### config.mk
export PLATFORM = sky130hd
export DESIGN_NAME = pipe_stage_elastic
export DESIGN_NICKNAME = d
export VERILOG_FILES = /design/src/rtl/pipe_stage_elastic.sv
export SDC_FILE = /design/constraint.sdc
export NUM_CORES = 1
export LEC_CHECK = 0
export ABC_AREA = 1
export BUFFER_PORTS_ARGS = -buffer_cell sky130_fd_sc_hd__buf_2
export CORE_ASPECT_RATIO = 1.2
export CORE_MARGIN = 2
export CORE_UTILIZATION = 48
export CTS_BUF_LIST = sky130_fd_sc_hd__clkbuf_16
export CTS_CLUSTER_DIAMETER = 40
export CTS_CLUSTER_SIZE = 14
export DETAILED_ROUTE_END_ITERATION = 7
export PLACE_DENSITY = 0.72
export SYNTH_ARGS = -nofsm -noshare
export SYNTH_HDL_FRONTEND = slang
export SYNTH_SLANG_ARGS = --single-unit
### constraint.sdc
create_clock -name clk -period 2.7 [get_ports clk]
set_input_delay 0.27 -clock clk [delete_from_list [all_inputs] [get_ports clk]]
set_output_delay 0.27 -clock clk [all_outputs]
set_load 0.01 [all_outputs]
### src/rtl/pipe_stage_elastic.sv
// Elastic pipeline stage: valid/ready payload register with an optional skid entry and masked NOP on flush/bubble.
// One cycle from accept to out_valid; stall freezes everything and flush/bubble close in_ready.
module pipe_stage_elastic #(
  parameter int unsigned        WIDTH     = 64,
  parameter logic [WIDTH-1:0]   NOP_VALUE = '0,
  parameter logic [WIDTH-1:0]   KEEP_MASK = '0,
  parameter bit                 SKID      = 1'b1,
  parameter int unsigned        CNT_WIDTH = 16
) (
  input  logic                 clk,
  input  logic                 reset,
  input  logic                 in_valid,
  output logic                 in_ready,
  input  logic [WIDTH-1:0]     in_data,
  input  logic                 stall,
  input  logic                 flush,
  input  logic                 bubble,
  output logic                 out_valid,
  input  logic                 out_ready,
  output logic [WIDTH-1:0]     out_data,
  output logic [CNT_WIDTH-1:0] stall_cnt,
  output logic [CNT_WIDTH-1:0] bubble_cnt
);

  logic                 r_out_valid;
  logic [WIDTH-1:0]     r_out_data;
  logic                 r_skid_valid;
  logic [WIDTH-1:0]     r_skid_data;
  logic [CNT_WIDTH-1:0] r_stall_cnt;
  logic [CNT_WIDTH-1:0] r_bubble_cnt;

  logic                 w_out_free;
  logic                 w_space;
  logic                 w_accept;
  logic [WIDTH-1:0]     w_nop_data;

  assign w_out_free = !r_out_valid || out_ready;
  // With a skid, acceptance only needs the skid slot; without, it needs the output slot.
  assign w_space    = SKID ? !r_skid_valid : w_out_free;
  assign in_ready   = w_space && !stall && !bubble && !flush && !reset;
  assign w_accept   = in_valid && in_ready;
  assign w_nop_data = (r_out_data & KEEP_MASK) | (NOP_VALUE & ~KEEP_MASK);

  always_ff @(posedge clk) begin
    if (reset) begin
      r_out_valid  <= 1'b0;
      r_out_data   <= NOP_VALUE;
      r_skid_valid <= 1'b0;
      r_skid_data  <= NOP_VALUE;
      r_stall_cnt  <= '0;
      r_bubble_cnt <= '0;
    end else if (stall) begin
      if (r_stall_cnt != {CNT_WIDTH{1'b1}}) begin
        r_stall_cnt <= r_stall_cnt + 1'b1;
      end
    end else if (flush) begin
      r_out_data   <= w_nop_data;
      r_out_valid  <= 1'b0;
      r_skid_valid <= 1'b0;
    end else if (bubble) begin
      // A bubble only lands once the output slot is free; until then the hazard unit keeps it asserted.
      if (w_out_free) begin
        r_out_data  <= w_nop_data;
        r_out_valid <= 1'b0;
        if (r_bubble_cnt != {CNT_WIDTH{1'b1}}) begin
          r_bubble_cnt <= r_bubble_cnt + 1'b1;
        end
      end
    end else if (w_out_free) begin
      if (r_skid_valid) begin
        r_out_data   <= r_skid_data;
        r_out_valid  <= 1'b1;
        r_skid_valid <= 1'b0;
      end else if (w_accept) begin
        r_out_data  <= in_data;
        r_out_valid <= 1'b1;
      end else begin
        r_out_valid <= 1'b0;
      end
    end else if (SKID && w_accept) begin
      r_skid_data  <= in_data;
      r_skid_valid <= 1'b1;
    end
  end

  assign out_valid  = r_out_valid;
  assign out_data   = r_out_data;
  assign stall_cnt  = r_stall_cnt;
  assign bubble_cnt = r_bubble_cnt;

endmodule

* Yosys cells after proc, flatten, opt, wreduce, memory -nomap -nowiden *
Cells that the tools add are included.

cells by class
  multiplexer cells = 16
  add/subtract/negate cells = 2
  bitwise gates (word level) = 4
  eq/ne operators = 3
  reductions and logical operators = 21

operator list
  kind                     number
  $mux W64                 6
  $add A16 B1 Y16 const B  2
  $ne A16 B16 Y1 const B   2
  $mux W1                  10
  $reduce_and A5 Y1        2
  $logic_not A1 Y1         6
  $reduce_and A3 Y1        2
  $logic_and A1 B1 Y1      5
  $not A1 Y1               4
  $reduce_and A2 Y1        2
  $reduce_bool A4 Y1       1
  $reduce_bool A3 Y1       1
  $ne A2 B2 Y1 const B     1
  $reduce_bool A2 Y1       1
  $logic_or A1 B1 Y1       1

storage, ports and cells
  register bits = 162
  word-level logic and storage cells = 52
  input bits = 71
  output and inout port bits = 98

* Longest topological paths before layout *
Gate-level depths: netlist (run 1).

  depth in word-level cells = 11
  depth in mapped cells = 11

* Worst setup path before layout (run 1) *
Ideal clock, no wire load.

  kind = register to register
  start point = register r_bubble_cnt[0] (netlist: bubble_cnt[0])
  end point = register r_bubble_cnt[10] (netlist: bubble_cnt[10])
  cell stages (with the launch flop) = 10
  data required time = 2568 ps
  library setup time = 132 ps
  arrival time = 1439 ps
  slack = 1129 ps
  path through = dfxtp_1 > ha_1 > inv_1 > nor2_1 > nand2_2 > nor2_1 > nor2_2 > buf_4 > nand2_1 > a21oi_1

on the way
  longest elaborated chain between the ends = 2

RTL lines
  element                                                                  RTL line  RTL
  start, declared                                                          30        logic [CNT_WIDTH-1:0] r_bubble_cnt;
  start signal, assigned                                                   66        r_bubble_cnt <= r_bubble_cnt + 1'b1;
  parallel branches: the longest is 2 deep, another holds $add A16 B1 Y16  --

Several ways; the timed one is not identified.
A chain may end at the register's enable or synchronous reset.

* Worst setup path in the final report (run 1) *
  start point = register r_skid_valid
  end point = register r_out_data[33] (netlist: out_data[33])

on the way
  longest elaborated chain between the ends = 8

RTL lines
  element                              RTL line  RTL
  start, declared                      27        logic r_skid_valid;
  start signal, assigned               48        r_skid_valid <= 1'b0;
  start signal, assigned               59        r_skid_valid <= 1'b0;
  start signal, assigned               73        r_skid_valid <= 1'b0;
  $logic_not A1 Y1                     39        assign w_space = SKID ? !r_skid_valid : w_out_free;
  $logic_and A1 B1 Y1 (4 in a row)     40        assign in_ready = w_space && !stall && !bubble && !flush && !reset;
  $logic_and A1 B1 Y1                  41        assign w_accept = in_valid && in_ready;
  $reduce_bool A4 Y1 (no source line)  --
  $reduce_and A3 Y1 (no source line)   --
  end signal, assigned                 57        r_out_data <= w_nop_data;
  end signal, assigned                 63        r_out_data <= w_nop_data;
  end signal, assigned                 71        r_out_data <= r_skid_data;
  end, declared                        26        logic [WIDTH-1:0] r_out_data;

Parallel ways exist; a longest one is shown, timed or not. The select of a mux whose other input is x is not followed.

==> results of run 1 <==
==> per-layer routing <==
metal	track usage, %	share of wire, %	wire length [um]
met5	0	0.13	25
met4	7.86	2.0	362
met3	6.25	6.4	1180
met2	36.4	46	8490
met1	30.2	46	8490
==> cell families (layout without fill, tap and decap cells) <==
logic type	Yosys count	count (layout)	synth area share (%)
simple gates	424	424	24.3
flops	162	162	44.4
fa+ha+maj	2	2	0.342
compound gates	291	291	20.1
xor+xnor	11	11	1.32
buf+inv	164	308	9.61
==> state kept, by name (all words and copies together) (netlist names) <==
signal        flops
out_data         64
r_skid_data      64
bubble_cnt       16
stall_cnt        16
out_valid         1
r_skid_valid      1
==> stage by stage <==
step,hold WS (ps),power (mW)
6_report,89.9,5.28
5_1_grt,96.4,5.49
4_1_cts,71.9,5.33
3_5_place_dp,453,2.91
3_3_place_gp,447,2.91
2_1_floorplan,413,2.75
==> final cells by class <==
| cell class | instances | share of cell area, % |
|---|---|---|
| Multi-Input combinational cell | 728 | 38.4 |
| Sequential cell | 162 | 36.9 |
| Timing Repair Buffer | 182 | 11.1 |
| Clock buffer | 17 | 4.84 |
| Inverter | 94 | 4.02 |
| Tap cell | 204 | 2.91 |
| Clock inverter | 15 | 1.89 |
==> placed cells by master (no fill, tap or decap), drive strengths merged <==
cell type	netlist	routed
a21oi	156	156
a221oi	1	1
and2	2	2
buf	45	182
bufinv	0	3
clkbuf	25	17
clkinv	1	4
clkinvlp	0	5
dfxtp	162	162
ha	2	2
inv	93	97
nand2	204	204
nand3	85	85
nand3b	1	1
nand4	10	10
nor2	119	119
nor3	1	1
nor3b	1	1
nor4	1	1
o21ai	134	134
xnor2	5	5
xor2	6	6
==> worst register-to-register path: cells and delay by family (launching register included) <==
family	cells	cell delay, ps
buf+inv	3	970
flops	1	330
simple gates	4	620
==> worst paths after layout <==
path                                                 from  slack, ps                            to  depth (start not counted)
worst min register to register  out_data[47]$_SDFFE_PP0P_        460     out_data[47]$_SDFFE_PP0P_                          2
worst max-delay path            r_skid_valid$_SDFFE_PP0P_        720     out_data[33]$_SDFFE_PP0P_                          7
worst max register to register  r_skid_valid$_SDFFE_PP0P_        720     out_data[33]$_SDFFE_PP0P_                          7
worst min-delay path                          in_data[10]         90  r_skid_data[10]$_SDFFE_PP0P_                          3
==> power breakdown <==
group | internal, mW | switching, mW
registers | 2.43 | 0.0238
logic | 0.145 | 0.255
clock network | 1.44 | 0.985
==> out/summary.txt, run 1 <==
outcome: completed
Die Wd: 117 um
Post-synth top cells: 201 x nand2_1, 162 x dfxtp_1, 156 x a21oi_1, 115 x nor2_1, 114 x o21ai_0
setup TNS: 0 ps
CP max stage cell: inv_2
gr usage total: 23.0%
RePlAce Congestion: 0.803
Root Buffer Master: clkbuf_16
number of distinct library cells after synthesis: 30
Multi-input gate area: 0.00337 mm2
Fin. Hold Viols: 0
cell taking the most area after synthesis: dfxtp_1
Routed Antenna Nets: 0
Post-CTS Resized: 0
PortBufs: 168
DR iter-0 viols: 596
EDFF count, synth: 0
Synth-to-Final Area Change: 20.2%
clock period minus worst slack: 1980 ps
mean post-synth cell area: 6.93 um2
placed inst area: 0.00819 mm2
DPL Wire Length: 12,000 um
# diodes: 0
P_leak: 3.95 nW
Final Util: 58.7%
Num CTS Buffers: 17
Setup violations, final: 0
Routed WL: 18,500 um
Slew Limit Headroom: 53.6%
via-per-instance ratio: 5.09
first-pass GRT wire length: 30,500 um
Startpoint Class: flop
cells after synthesis: 1,054
Yosys reg bits: 162
CP Cell Sequence: buf_4 -> clkinv_1 -> nand3_2 -> nand2_2 -> inv_2 -> nor2_1 -> nor2_1
capturing element type of the critical path: flop
Nets: 1,258
CTS clk-pin slew, worst paths: 60 ps
power density over the cells: 601 mW/mm2
pin count of the biggest net entering global routing: 67
sequential area share after synthesis: 44.4%
number of max-cap violations: 0
share of layout cells above drive strength 1: 19.2%
total number of vias: 7,136
RSZ-0062 raised after global routing: false
grt ovf: 0
synth top area cells: dfxtp_1 44%, a21oi_1 11%, nand2_1 10%, o21ai_0 7.8%, nor2_1 5.9%
IO Pins: 169
flip-flop and latch area: 0.00324 mm2
Tightest Pin Transition: 695 ps
fin cells: 1,402
initial antenna violation count: 2
top cell type's share of synthesized area: 44.4%
fin area: 0.00878 mm2
fraction of registers with async set/reset: 0%
CP Class: flop to flop
Initial Util: 48.8%
Data arrival, critical path: 2340 ps
CTS tree: done
Yosys warnings: 0
WP buf/inv: 3
DR pass1 iterations: 5
crit path max fanout: 34
Worst Path Required: 3060 ps
fin crit share: 73.3%
Most common cell on crit path: nor2_1
max-slew violations: 0
Peak VDD IR: 379 uV
cell family with most CP delay: buffers and inverters
DR WL/cell: 13.2 um
Clk Latency, worst-skew pair: 430 ps
setup bufs post-CTS: 0
FMAX: 505 MHz
CP max stage delay: 480 ps
syn_nets: 1,127
DP Cell Count: 1,370
clock skew: 8.50 ps
hold crit path type: input port to flop
vias in the first global route: 6,460
Rows: 49
core box area: 0.0150 mm2
H-tree depth: 4
Mapped Area: 0.00731 mm2
fillcell total: 1,513
final worst setup slack: 722 ps
clock sink count: 162
top-count cell post-synth: nand2_1
# DRC: 0
Die Span Y: 139 um
cts hold-fix bufs: 0
CTS max path bufs: 2
Main synth FF type: dfxtp_1
Die ar.: 0.0162 mm2
Placement Setup Slack: 704 ps
No activity file was read; power rests on OpenSTA's default activity.
==> run 2, diff against run 1 <==
--- a/config.mk
+++ b/config.mk
@@ -5,7 +5,7 @@
 export SDC_FILE = /design/constraint.sdc
 export NUM_CORES = 1
 export LEC_CHECK = 0
-export ABC_AREA = 1
+export ABC_AREA = 0
 export BUFFER_PORTS_ARGS = -buffer_cell sky130_fd_sc_hd__buf_2
 export CORE_ASPECT_RATIO = 1.2
 export CORE_MARGIN = 2
@@ -14,7 +14,7 @@
 export CTS_CLUSTER_DIAMETER = 40
 export CTS_CLUSTER_SIZE = 14
 export DETAILED_ROUTE_END_ITERATION = 7
-export PLACE_DENSITY = 0.72
+export PLACE_DENSITY = 0.76
 export SYNTH_ARGS = -nofsm -noshare
 export SYNTH_HDL_FRONTEND = slang
 export SYNTH_SLANG_ARGS = --single-unit
==> constraint.sdc (replaced) <==
create_clock -name clk -period 1.73 [get_ports clk]
set_input_delay 0.173 -clock clk [delete_from_list [all_inputs] [get_ports clk]]
set_output_delay 0.173 -clock clk [all_outputs]
set_load 0.01 [all_outputs]
==> run 2 against run 1 <==
Design area grew 1.6%. Fmax grew 18%. Final cell count shrank 20%. Critical path depth shrank 2. Clock power grew 52%. Clock-buffer cell count is the same. Power grew 51%. Sequential power grew 53%. Synthesized area shrank 9.2%. Worst setup slack lost 660 ps. Critical endpoint is now stall_cnt[4]$_SDFFE_PP0P_.
==> out/summary.txt, run 2 <==
vias in the first global route: 5,821
DPL Wire Length: 10,700 um
Mapped Area: 0.00663 mm2
share of layout cells above drive strength 1: 27.4%
top-count cell post-synth: dfxtp_1
number of distinct library cells after synthesis: 50
clock skew: 8.41 ps
Peak VDD IR: 640 uV
setup TNS: 0 ps
gr usage total: 23.3%
sw frac: 21.8%
cells after synthesis: 710
Clock Power Share: 46.6%
EDFF count, synth: 0
Initial Util: 48.6%
CTS max path bufs: 2
Setup violations, final: 0
Yosys reg bits: 162
Routed WL: 17,700 um
worst setup path start: stall_cnt[0]$_SDFFE_PP0P_
power density over the cells: 892 mW/mm2
outcome: completed
Worst Path Required: 2080 ps
P_leak: 3.48 nW
total power: 7.96 mW
most frequent cells in the layout: 167 x buf_2, 161 x dfxtp_1, 141 x nand2_1
CP Class: flop to flop
initial antenna violation count: 0
DR WL/cell: 15.8 um
clock period minus worst slack: 1670 ps
flip-flop and latch area: 0.00325 mm2
clock sink count: 162
Gate power share: 6.1%
core box area: 0.0136 mm2
fin cells: 1,119
# diodes: 0
fillcell total: 1,092
total number of vias: 6,252
Rows: 47
CTS tree: done
Num CTS Buffers: 17
placed inst area: 0.00783 mm2
capturing element type of the critical path: flop
fin crit share: 96.5%
crit path max fanout: 11
Post-synth top cells: 162 x dfxtp_1, 141 x nand2_1, 86 x a21oi_1, 65 x mux2i_1, 64 x o2bb2ai_1
top cell type's share of synthesized area: 48.9%
pin count of the biggest net entering global routing: 101
via-per-instance ratio: 5.59
PortBufs: 168
Clk Latency, worst-skew pair: 420 ps
grt ovf: 0
Switching Power: 1.73 mW
Slew Limit Headroom: 57.8%
H-tree depth: 4
DP Cell Count: 1,040
first-pass GRT wire length: 28,200 um
sequential area share after synthesis: 48.9%
Multi-input gate area: 0.00315 mm2
Tightest Pin Transition: 634 ps
Data arrival, critical path: 2020 ps
Die Span Y: 133 um
FMAX: 599 MHz
max-slew violations: 0
synth top area cells: dfxtp_1 49%, mux2i_1 9.8%, o2bb2ai_1 8.5%, nand2_1 8.0%, a21oi_1 6.5%
Routed Antenna Nets: 0
CTS clk-pin slew, worst paths: 60 ps
mean post-synth cell area: 9.34 um2
Placement Setup Slack: -34.7 ps
hold path startpoint: in_data[19]
Root Buffer Master: clkbuf_16
IO Pins: 169
Die Wd: 111 um
cell taking the most area after synthesis: dfxtp_1
Nets: 1,010
most common cell after layout, fill and taps aside: buf_2
sequential share of power: 47.3%
RePlAce Congestion: 0.841
Fin. Hold Viols: 0
Int Power: 6.22 mW
hold crit path type: input port to flop
Reg2Reg Launch Point: stall_cnt[0]$_SDFFE_PP0P_
syn_nets: 783
Startpoint Class: flop
Synth-to-Final Area Change: 34.5%
# DRC: 0
DR iter-0 viols: 439
fraction of registers with async set/reset: 0%
Yosys warnings: 0
RSZ-0062 raised after global routing: true
fin area: 0.00892 mm2
Die ar.: 0.0148 mm2
Main synth FF type: dfxtp_1
number of max-cap violations: 0
final worst setup slack: 60.4 ps
DR pass1 iterations: 5
-- run 2: changes by cell type after synthesis, sizes merged, moves of 64 or more --
cell / delta
inv: -88
nand3: -74
a21oi: -70
o21ai: -126
mux2i: +65
o2bb2ai: +64
nor2: -107
-- run 2: layer usage --
layer  GRT usage [%]  share of wire (%)
met5               0                  0
met4            8.09                1.7
met3            5.86                6.7
met2            40.0                 50
met1            28.4                 42
-- run 2: power by group through the flow --
stage / Clock [mW] / Combinational [mW] / Sequential [mW]
3_3_place_gp: 0 / 0.393 / 3.85
2_1_floorplan: 0 / 0.197 / 3.86
6_report: 3.70 / 0.486 / 3.76
4_1_cts: 3.76 / 0.480 / 3.76
5_1_grt: 3.90 / 0.524 / 3.77
3_5_place_dp: 0 / 0.395 / 3.85
-- run 2: final cells by class --
class                           instances  share of cell area, %
Tap cell                              171                   2.40
Sequential cell                       162                   36.4
Clock inverter                         13                   1.65
Inverter                                6                  0.252
Clock buffer                           17                   4.77
Timing Repair Buffer                  260                   19.2
Multi-Input combinational cell        490                   35.3
-- run 2: worst paths after layout --
check                                               endpoint  slack [ps]  cells after the start
worst min-delay path            r_skid_data[19]$_SDFFE_PP0P_          10                      3
worst max-delay path               stall_cnt[4]$_SDFFE_PP0P_          60                      5
worst max register to register     stall_cnt[4]$_SDFFE_PP0P_          60                      5
worst min register to register  r_skid_data[28]$_SDFFE_PP0P_         450                      2
-- run 2: per-stage QoR --
| step | utilization [%] | hold WS [ps] |
|---|---|---|
| global placement | 57.4 | 429 |
| detailed placement | 57.4 | 433 |
| finish | 65.4 | 13.4 |
| floorplan | - | 313 |
| global route | 65.4 | 6.91 |
| CTS | 65.1 | 0.432 |
-- run 2: critical path, cell delays in order (launching register included) --
cell and delay (ps):
dfxtp_1 310, ha_1 220, and3_4 190, and4bb_4 250
or4_4 490, a21oi_2 130
-- run 2: what timing repair did --
| item | CTS | global route |
|---|---|---|
| setup endpoints to repair | 6 | 9 |
| hold buffers | 48 | 0 |
| gates resized for setup | 2 | 7 |
| hold endpoints to repair | 48 | 0 |
| pin swaps | 0 | 1 |
| setup buffers | 0 | 1 |
-- run 2: cell families after synthesis --
kind of cell             Yosys count  synth area share [%]
AO/OA/AOI/OAI                    189                  19.3
adder cells (fa/ha/maj)            2                 0.377
multiplexers                      69                  10.5
AND/OR/NAND/NOR                  230                  16.8
buffers and inverters             58                  4.17
flip-flops                       162                  48.9
